File: config.mk
export PLATFORM = sky130hd
export DESIGN_NAME = mmix_mem_bridge
export DESIGN_NICKNAME = d
export VERILOG_FILES = /design/src/rtl/mmix_mem_bridge.sv
export SDC_FILE = /design/constraint.sdc
export NUM_CORES = 1
export LEC_CHECK = 0
export BUFFER_PORTS_ARGS = -buffer_cell sky130_fd_sc_hd__buf_2
export CAP_MARGIN = 10
export CORE_ASPECT_RATIO = 1.2
export CORE_MARGIN = 2
export CORE_UTILIZATION = 32
export CTS_CLUSTER_DIAMETER = 40
export DETAILED_ROUTE_END_ITERATION = 8
export GPL_TIMING_DRIVEN = 0
export PLACE_DENSITY = 0.51
export SLEW_MARGIN = 10
export SYNTH_ARGS = -nofsm -noshare
export SYNTH_HDL_FRONTEND = slang
export SYNTH_SLANG_ARGS = --single-unit
File: constraint.sdc
create_clock -name clk -period 8.4 [get_ports clk]
set_clock_uncertainty 0.1 [all_clocks]
set_input_delay 1.68 -clock clk [delete_from_list [all_inputs] [get_ports clk]]
set_output_delay 1.68 -clock clk [all_outputs]
set_load 0.05 [all_outputs]
File: src/rtl/mmix_mem_bridge.sv
// MMIX 64-bit load/store to 16-bit big-endian req/ack external memory bridge.
// Optional per-beat ack timeout: define MMIX_MEM_BRIDGE_TIMEOUT_EN.
module mmix_mem_bridge #(
  parameter int AW      = 22,
  parameter int TIMEOUT = 255
) (
  input  logic          clk,
  input  logic          reset,
  input  logic [63:0]   mem_address,
  input  logic [1:0]    mem_datasize,
  input  logic          mem_read,
  input  logic          mem_write,
  input  logic [63:0]   mem_writedata,
  output logic [63:0]   mem_readdata,
  output logic          mem_done,
  output logic          bus_err,
  output logic [AW-1:0] ext_addr,
  output logic [15:0]   ext_wdata,
  output logic [1:0]    ext_be,
  output logic          ext_we,
  output logic          ext_req,
  input  logic [15:0]   ext_rdata,
  input  logic          ext_ack
);

  typedef enum logic [1:0] {IDLE, BEAT, DONE} state_t;
  state_t state, state_nxt;

  logic          we_q;
  logic [1:0]    size_q, left_q, be_q;
  logic [63:0]   wsh_q, acc_q, acc_nxt, wsh_init;
  logic [AW-1:0] addr_q, base;
  logic [1:0]    nbeats_m1;
  logic          start, last_ack, tmo;
  logic [AW:0]   win;
  logic          unused_bits;

  function automatic logic [63:0] size_mask(input logic [1:0] sz, input logic [63:0] v);
    case (sz)
      2'd0:    size_mask = {56'h0, v[7:0]};
      2'd1:    size_mask = {48'h0, v[15:0]};
      2'd2:    size_mask = {32'h0, v[31:0]};
      default: size_mask = v;
    endcase
  endfunction

  // Address bits above the window are dropped, so accesses alias modulo 2^(AW+1) bytes.
  assign win         = mem_address[AW:0];
  assign unused_bits = ^mem_address[63:AW+1];
  assign start       = (state == IDLE) && (mem_read || mem_write);
  assign last_ack    = (state == BEAT) && ext_ack && (left_q == 2'd0);

  always_comb begin
    base      = win[AW:1];
    nbeats_m1 = 2'd0;
    wsh_init  = {mem_writedata[7:0], 56'h0};
    case (mem_datasize)
      2'd1: wsh_init = {mem_writedata[15:0], 48'h0};
      2'd2: begin
        base      = {win[AW:2], 1'b0};
        nbeats_m1 = 2'd1;
        wsh_init  = {mem_writedata[31:0], 32'h0};
      end
      2'd3: begin
        base      = {win[AW:3], 2'b00};
        nbeats_m1 = 2'd3;
        wsh_init  = mem_writedata;
      end
      default: ;
    endcase
  end

  // Byte reads take only the enabled lane; wider reads shift in a whole word per beat.
  assign acc_nxt = (size_q == 2'd0)
                 ? {acc_q[55:0], (be_q[1] ? ext_rdata[15:8] : ext_rdata[7:0])}
                 : {acc_q[47:0], ext_rdata};

  always_ff @(posedge clk or posedge reset) begin
    if (reset) state <= IDLE;
    else       state <= state_nxt;
  end

  always_comb begin
    state_nxt = state;
    case (state)
      IDLE:    if (mem_read || mem_write) state_nxt = BEAT;
      BEAT:    if (last_ack || tmo) state_nxt = DONE;
      DONE:    state_nxt = IDLE;
      default: state_nxt = IDLE;
    endcase
  end

  always_ff @(posedge clk or posedge reset) begin
    if (reset) begin
      we_q         <= 1'b0;
      size_q       <= 2'd0;
      left_q       <= 2'd0;
      be_q         <= 2'd0;
      wsh_q        <= '0;
      acc_q        <= '0;
      addr_q       <= '0;
      mem_readdata <= '0;
    end else if (start) begin
      we_q   <= mem_write;
      size_q <= mem_datasize;
      addr_q <= base;
      left_q <= nbeats_m1;
      be_q   <= (mem_datasize != 2'd0) ? 2'b11 : (mem_address[0] ? 2'b01 : 2'b10);
      wsh_q  <= wsh_init;
      acc_q  <= '0;
    end else if (state == BEAT) begin
      if (ext_ack) begin
        acc_q <= acc_nxt;
        if (left_q == 2'd0) begin
          if (!we_q) mem_readdata <= size_mask(size_q, acc_nxt);
        end else begin
          addr_q <= addr_q + 1'b1;
          left_q <= left_q - 2'd1;
          wsh_q  <= {wsh_q[47:0], 16'h0};
        end
      end else if (tmo && !we_q) begin
        mem_readdata <= size_mask(size_q, {64{1'b1}});
      end
    end
  end

  assign ext_req   = (state == BEAT);
  assign mem_done  = (state == DONE);
  assign ext_addr  = addr_q;
  assign ext_we    = we_q;
  assign ext_be    = be_q;
  assign ext_wdata = (size_q == 2'd0) ? {2{wsh_q[63:56]}} : wsh_q[63:48];

`ifdef MMIX_MEM_BRIDGE_TIMEOUT_EN
  localparam int TW = (TIMEOUT < 2) ? 1 : $clog2(TIMEOUT + 1);
  logic [TW-1:0] cnt_q;
  logic          err_q;

  // Fires on the TIMEOUT-th consecutive un-acked BEAT cycle; an ack that cycle wins.
  assign tmo     = (state == BEAT) && !ext_ack && (cnt_q == TW'(TIMEOUT - 1));
  assign bus_err = err_q && (state == DONE);

  always_ff @(posedge clk or posedge reset) begin
    if (reset) begin
      cnt_q <= '0;
      err_q <= 1'b0;
    end else begin
      if (state != BEAT || ext_ack) cnt_q <= '0;
      else                          cnt_q <= cnt_q + 1'b1;
      if (state == IDLE) err_q <= 1'b0;
      else if (tmo)      err_q <= 1'b1;
    end
  end
`else
  logic unused_cfg;
  assign unused_cfg = (TIMEOUT > 0);
  assign tmo        = 1'b0;
  assign bus_err    = 1'b0;
`endif

endmodule

==> results of run 1 <==
-- layer usage --
layer,up-vias,part of all wire [%],global-route usage [%]
met3,59,4.9,3.31
li1,4087,-,-
met1,4063,42,24.9
met2,238,50,34.6
met5,-,0,0
met4,0,3.2,7.44
-- area by class of cell --
| class | instances | area, µm² | area share (%) |
|---|---|---|---|
| plain buffers | 91 | 425 | 3.40 |
| clock buffers | 42 | 932 | 7.45 |
| well taps | 390 | 488 | 3.90 |
| flip-flops and latches | 207 | 5180 | 41.4 |
| inverters | 5 | 26.3 | 0.210 |
| clock inverters | 20 | 238 | 1.90 |
| multi-input cells | 738 | 4120 | 32.9 |
| repair buffers | 217 | 1110 | 8.86 |
-- critical path, stage by stage (launching register included) --
cell      delay, ps
dfrtp_1         380
or2_2           120
clkbuf_1        360
clkbuf_1        460
nand2_1         220
nand2_1         110
buf_2           260
-- per-stage QoR --
| stage | area [µm²] | hold slack, ps | worst slack [ps] | util, % | power [mW] |
|---|---|---|---|---|---|
| after global placement | 11300 | 360 | -1810 | 38.0 | 4.03 |
| after global routing | 12500 | 393 | 4050 | 42.0 | 5.78 |
| final | 12500 | 372 | 4190 | 42.0 | 5.44 |
| after CTS | 12500 | 379 | 4130 | 42.0 | 5.50 |
| after detailed placement | 11300 | 368 | 4550 | 38.1 | 4.06 |
| after floorplan | 9740 | 350 | 968 | - | 3.33 |
-- where the power goes --
group          internal (mW)  switching (mW)  leakage, nW
Sequential              1.39           0.333         2.68
Combinational          0.657            1.64         2.69
Clock                  0.898           0.528        0.569
Total                   2.94            2.50         5.93
-- flip-flops by register name (all words and copies together), names as in the netlist --
signal and count:
ext_be 2, acc_q 48, mem_readdata 64, size_q 2
state 2, ext_we 1, wsh_q 64, ext_addr 22
left_q 2
-- placed cells by master (no fill, tap or decap), drive strengths merged, types with 2 or more instances in the layout --
cell type,n
nor3,3
xnor2,11
mux2,26
nand2,326
mux4,8
a22o,16
ha,2
clkinv,9
dfrtp,207
a21o,9
and4,2
a31oi,52
clkinvlp,3
and3,2
a221oi,8
nand3,9
o21ai,126
clkbuf,97
nor2b,2
or4,2
buf,253
and2,3
a21oi,43
nor4,3
inv,10
bufinv,3
nand4,5
nor2,22
xor2,8
mux2i,40
-- Yosys cell counts (9+ instances only) --
cell	number
a31oi_1	52
mux2i_1	40
nand2_1	325
a21oi_1	43
xnor2_1	11
nand3_1	9
clkbuf_1	54
a22o_1	16
mux2_2	26
o21ai_0	105
dfrtp_1	207
o21ai_1	21
buf_4	9
nor2_1	22
buf_2	15
a21o_1	9
-- cells by family after synthesis --
family,count (synthesis),synth area share [%]
buffers and inverters,96,4.56
XOR/XNOR,19,1.71
multiplexers,74,8.97
AO/OA/AOI/OAI,258,15.2
AND/OR/NAND/NOR,384,16.1
adder cells (fa/ha/maj),2,0.257
flip-flops,207,53.2
other,1,0.0385
-- worst paths after layout --
check                      depth (start not counted)               end              from  slack [ps]
max in group asynchronous                          3         acc_q[33]             reset        6030
min in group asynchronous                          2       ext_addr[5]             reset        1160
setup reg to reg                                   7          wsh_q[4]         left_q[0]        5870
hold / removal                                     2  mem_readdata[57]  mem_readdata[57]         370
setup / recovery                                   6      ext_wdata[2]         size_q[0]        4190
hold reg to reg                                    2  mem_readdata[57]  mem_readdata[57]         370
==> flow_summary_export.csv, run 1 <==
group,metric,value,unit
synthesis,synth-edff-count,0,
detailed_routing,ant_nets,0,
worst_hold_path,hp-class,"flip-flop to flip-flop",
synthesis,seq_area_frac_synth,53.2,%
floorplanning,io_pins,259,
cts,insertion_delay,530,ps
floorplanning,die-area,0.0319,mm²
power,leakage,5.93,nW
synthesis,synth.ff_latch_count,207,
power,ir_drop,202,µV
detailed_routing,drcViolationCount,0,
run,cap_violations,0,
detailed_routing,first_pass_iters,5,
worst_setup_path,critical_path_class,"flip-flop to output pin",
grt,grt_start_max_net_pins,115,
synthesis,yosys.area.top_type_share,53.2,%
worst_setup_path,critPathLaunchType,"flip-flop",
floorplanning,chipHeight,195,µm
synthesis,synth_nets,1194,
detailed_routing,routedWlPerCell,18.5,µm
sta,finalSetupTns,0,ps
sta,rsz0062_at_grt,"false",
worst_setup_path,cp_max_fo,10,
synthesis,synthCells,1041,
floorplanning,core_area,0.0298,mm²
finish,fill_cells,3032,
cts,clock-sinks,207,
placement,dp_cells,1648,
detailed_routing,wl,31600,µm
sta,maxSlewHeadroom,46.3,%
sta,hold_viol_final,0,
synthesis,yosysTopAreaCell,"dfrtp_1",
synthesis,yosys_warnings,0,
worst_setup_path,crit_arrival,2430,ps
grt,globalRoute.totalOverflow,0,
cts,clk_pin_slew_worst_paths,50,ps
cts,cts_buffers,34,
finish,final_layout_size_suffix_gt1_share,26.2,%
sta,post-route-min-period,4210,ps
worst_setup_path,end_kind,"output pin",
cts,hold_buffers,0,
floorplanning,start_util,32.7,%
placement,place_congestion,0.827,
cts,cts_buffer_depth,3,
finish,num_antenna_cells,0,
synthesis,synth_cell_types,46,
synthesis,syn_avg_cell_area,9.36,µm²
sta,maxSlewViolCount,0,
cts,post_cts_buffers,0,
grt,antenna_found_initial,0,
cts,ctsResizeCount,0,
power,powerDensity,435,mW/mm²
floorplanning,placementRows,69,
grt,first_global_vias,8705,
outcome,outcome,"finished, final reports clean",
sta,period_share,50.1,%
sta,setup_viol,0,
synthesis,ys.flop_type,"dfrtp_1",
synthesis,synth_area_leaders,"dfrtp_1 53%, nand2_1 13%, o21ai_0 5.4%",
synthesis,ys_async_sr_fraction,100,%
detailed_routing,num_vias,8447,
worst_setup_path,cp.required,6620,ps
detailed_routing,via_per_inst,4.94,
cts,tritoncts,"built",
grt,grt_pass1_wl,49300,µm
finish,num-nets-final,1447,
detailed_routing,drt_iter0_drc,489,
finish,finalNonFillerCells,1710,
sta,worst_pin_slew,802,ps
synthesis,netlist_area,0.00974,mm²
cts,htree_levels,2,
finish,syn2layout_area_growth,28.5,%
placement,hpwl,23900,µm
floorplanning,die_w,163,µm
cts,clockRootBuffer,"clkbuf_16",
placement,portBuffers,216,
grt,grtUsageTotal,20.0,%
sta,fmax,0.238,GHz
No activity file was read; power rests on OpenSTA's default activity.
==> run 2: changes to the inputs <==
Clock period 8.4 ns to 4.1 ns, I/O delays scaled along.
==> run 2 against run 1 <==
Net effect: worst setup slack got worse by 3500 ps; non-clock buffer count increased by 5; via count up 0.28%; sequential power is 110% higher; final cell count about the same; critical path type unchanged; largest cell class unchanged.
==> flow_summary_export.csv, run 2 (synthesis gave the netlist of run 1 again) <==
group,metric,value,unit
run,cap_violations,0,
worst_setup_path,cp_top_family,"buffers and inverters",
sta,rsz0062_at_grt,"false",
finish,num-nets-final,1449,
grt,first_global_vias,8550,
sta,worst_pin_slew,803,ps
worst_setup_path,critical_path_class,"flip-flop to output pin",
power,powerDensity,882,mW/mm²
grt,grtUsageTotal,19.8,%
detailed_routing,ant_nets,0,
finish,syn2layout_area_growth,28.9,%
finish,post-route-cell-area,0.0126,mm²
floorplanning,die-area,0.0319,mm²
cts,clk_pin_slew_worst_paths,50,ps
cts,clock-sinks,207,
finish,final_layout_size_suffix_gt1_share,26.3,%
power,p_total,11.1,mW
sta,maxSlewHeadroom,46.3,%
grt,antenna_found_initial,0,
finish,fill_cells,3052,
detailed_routing,drcViolationCount,0,
worst_setup_path,crit_path_cell_trace,"or2_2 > clkbuf_1 > clkbuf_1 > nand2_1 > nand2_1 > buf_2",
cts,tritoncts,"built",
power,ir_drop,411,µV
worst_setup_path,slowest_delay,460,ps
cts,htree_levels,1,
cts,hold_buffers,0,
sta,finalSetupTns,0,ps
power,leakage,5.94,nW
cts,cts_buffers,31,
sta,holdWs,174,ps
grt,grt_start_max_net_pins,37,
detailed_routing,wl,31700,µm
outcome,outcome,"finished, final reports clean",
worst_setup_path,cp.required,3180,ps
sta,period_share,83.8,%
detailed_routing,routedWlPerCell,18.6,µm
finish,finalNonFillerCells,1709,
detailed_routing,drt_iter0_drc,451,
worst_setup_path,crit_arrival,2520,ps
finish,mostFrequentLayoutCells,"325 x nand2_1, 231 x buf_2, 207 x dfrtp_1",
placement,place_congestion,0.810,
floorplanning,placementRows,69,
finish,final_common_cell,"nand2_1",
sta,setup_viol,0,
worst_setup_path,crit_buf_inv,3,
floorplanning,die_w,163,µm
sta,post-route-min-period,3440,ps
floorplanning,io_pins,259,
sta,hold_viol_final,0,
worst_setup_path,critPathSlowestCell,"clkbuf_1",
cts,clockRootBuffer,"clkbuf_16",
cts,insertion_delay,550,ps
finish,num_antenna_cells,0,
finish,top_regs,"mem_readdata x64, wsh_q x64, acc_q x48",
worst_setup_path,critPathLaunchType,"flip-flop",
sta,fmax,0.291,GHz
placement,hpwl,24400,µm
worst_setup_path,cp_max_fo,10,
floorplanning,start_util,32.7,%
sta,maxSlewViolCount,0,
cts,ctsResizeCount,0,
grt,grt_pass1_wl,49500,µm
placement,portBuffers,216,
floorplanning,core_area,0.0298,mm²
placement,dp_cells,1653,
cts,cts_buffer_depth,3,
floorplanning,chipHeight,195,µm
worst_hold_path,hp-class,"input port to async pin",
detailed_routing,first_pass_iters,5,
cts,post_cts_buffers,0,
grt,globalRoute.totalOverflow,0,
placement,dpl_cell_area,0.0114,mm²
detailed_routing,num_vias,8471,
worst_setup_path,end_kind,"output pin",
detailed_routing,via_per_inst,4.96,
[run 2: changes by cell type in the layout (fill, tap and decap cells not counted), sizes merged]
| cell | delta |
|---|---|
| clkbuf | -1 |
| inv | -5 |
| clkinvlp | +2 |
| bufinv | +2 |
| buf | +5 |
| clkinv | -4 |
[run 2: worst reg2reg max path, stage by stage, from the launching register on]
cell      delay (ps)
dfrtp_1          380
inv_1             60
ha_1             200
and4bb_2         260
clkbuf_1         260
nor2_1           700
buf_2            350
a22o_1           160
[run 2: path summary, 6_finish.rpt]
| check | start | endpoint | slack (ps) | depth (start not counted) |
|---|---|---|---|---|
| max | size_q[0] | ext_wdata[2] | 660 | 6 |
| min | reset | mem_readdata[23] | 170 | 2 |
| max reg2reg | left_q[0] | wsh_q[9] | 1570 | 7 |
| min reg2reg | mem_readdata[33] | mem_readdata[33] | 370 | 2 |
| max in group asynchronous | reset | wsh_q[63] | 2740 | 5 |
| min in group clk | mem_address[6] | ext_addr[5] | 370 | 3 |
[run 2: stage by stage]
step	utilization, %	worst slack (ps)
after floorplan	-	494
after global placement	38.0	-961
after detailed placement	38.4	1100
after CTS	42.1	604
after global routing	42.1	500
final	42.1	665
[run 2: layout make-up]
type / count / area (µm²) / share of cell area [%]
multi-input cells: 738 / 4120 / 32.8
plain buffers: 91 / 425 / 3.39
inverters: 5 / 22.5 / 0.179
clock inverters: 15 / 225 / 1.79
well taps: 390 / 488 / 3.89
flip-flops and latches: 207 / 5180 / 41.3
repair buffers: 222 / 1200 / 9.57
clock buffers: 41 / 893 / 7.12
[run 2: report_power, final]
group / switching [mW] / internal [mW] / total, mW
clock network: 0.977 / 1.84 / 2.82
logic: 3.37 / 1.36 / 4.73
registers: 0.685 / 2.84 / 3.53
total: 5.03 / 6.03 / 11.1
[run 2: metal layers]
layer / part of all wire [%] / vias up / GRT usage, %
met3: 4.7 / 44 / 2.55
met5: 0 / - / 0
li1: - / 4076 / -
met1: 42 / 4090 / 25.4
met4: 2.1 / 0 / 5.05
met2: 51 / 261 / 35.1
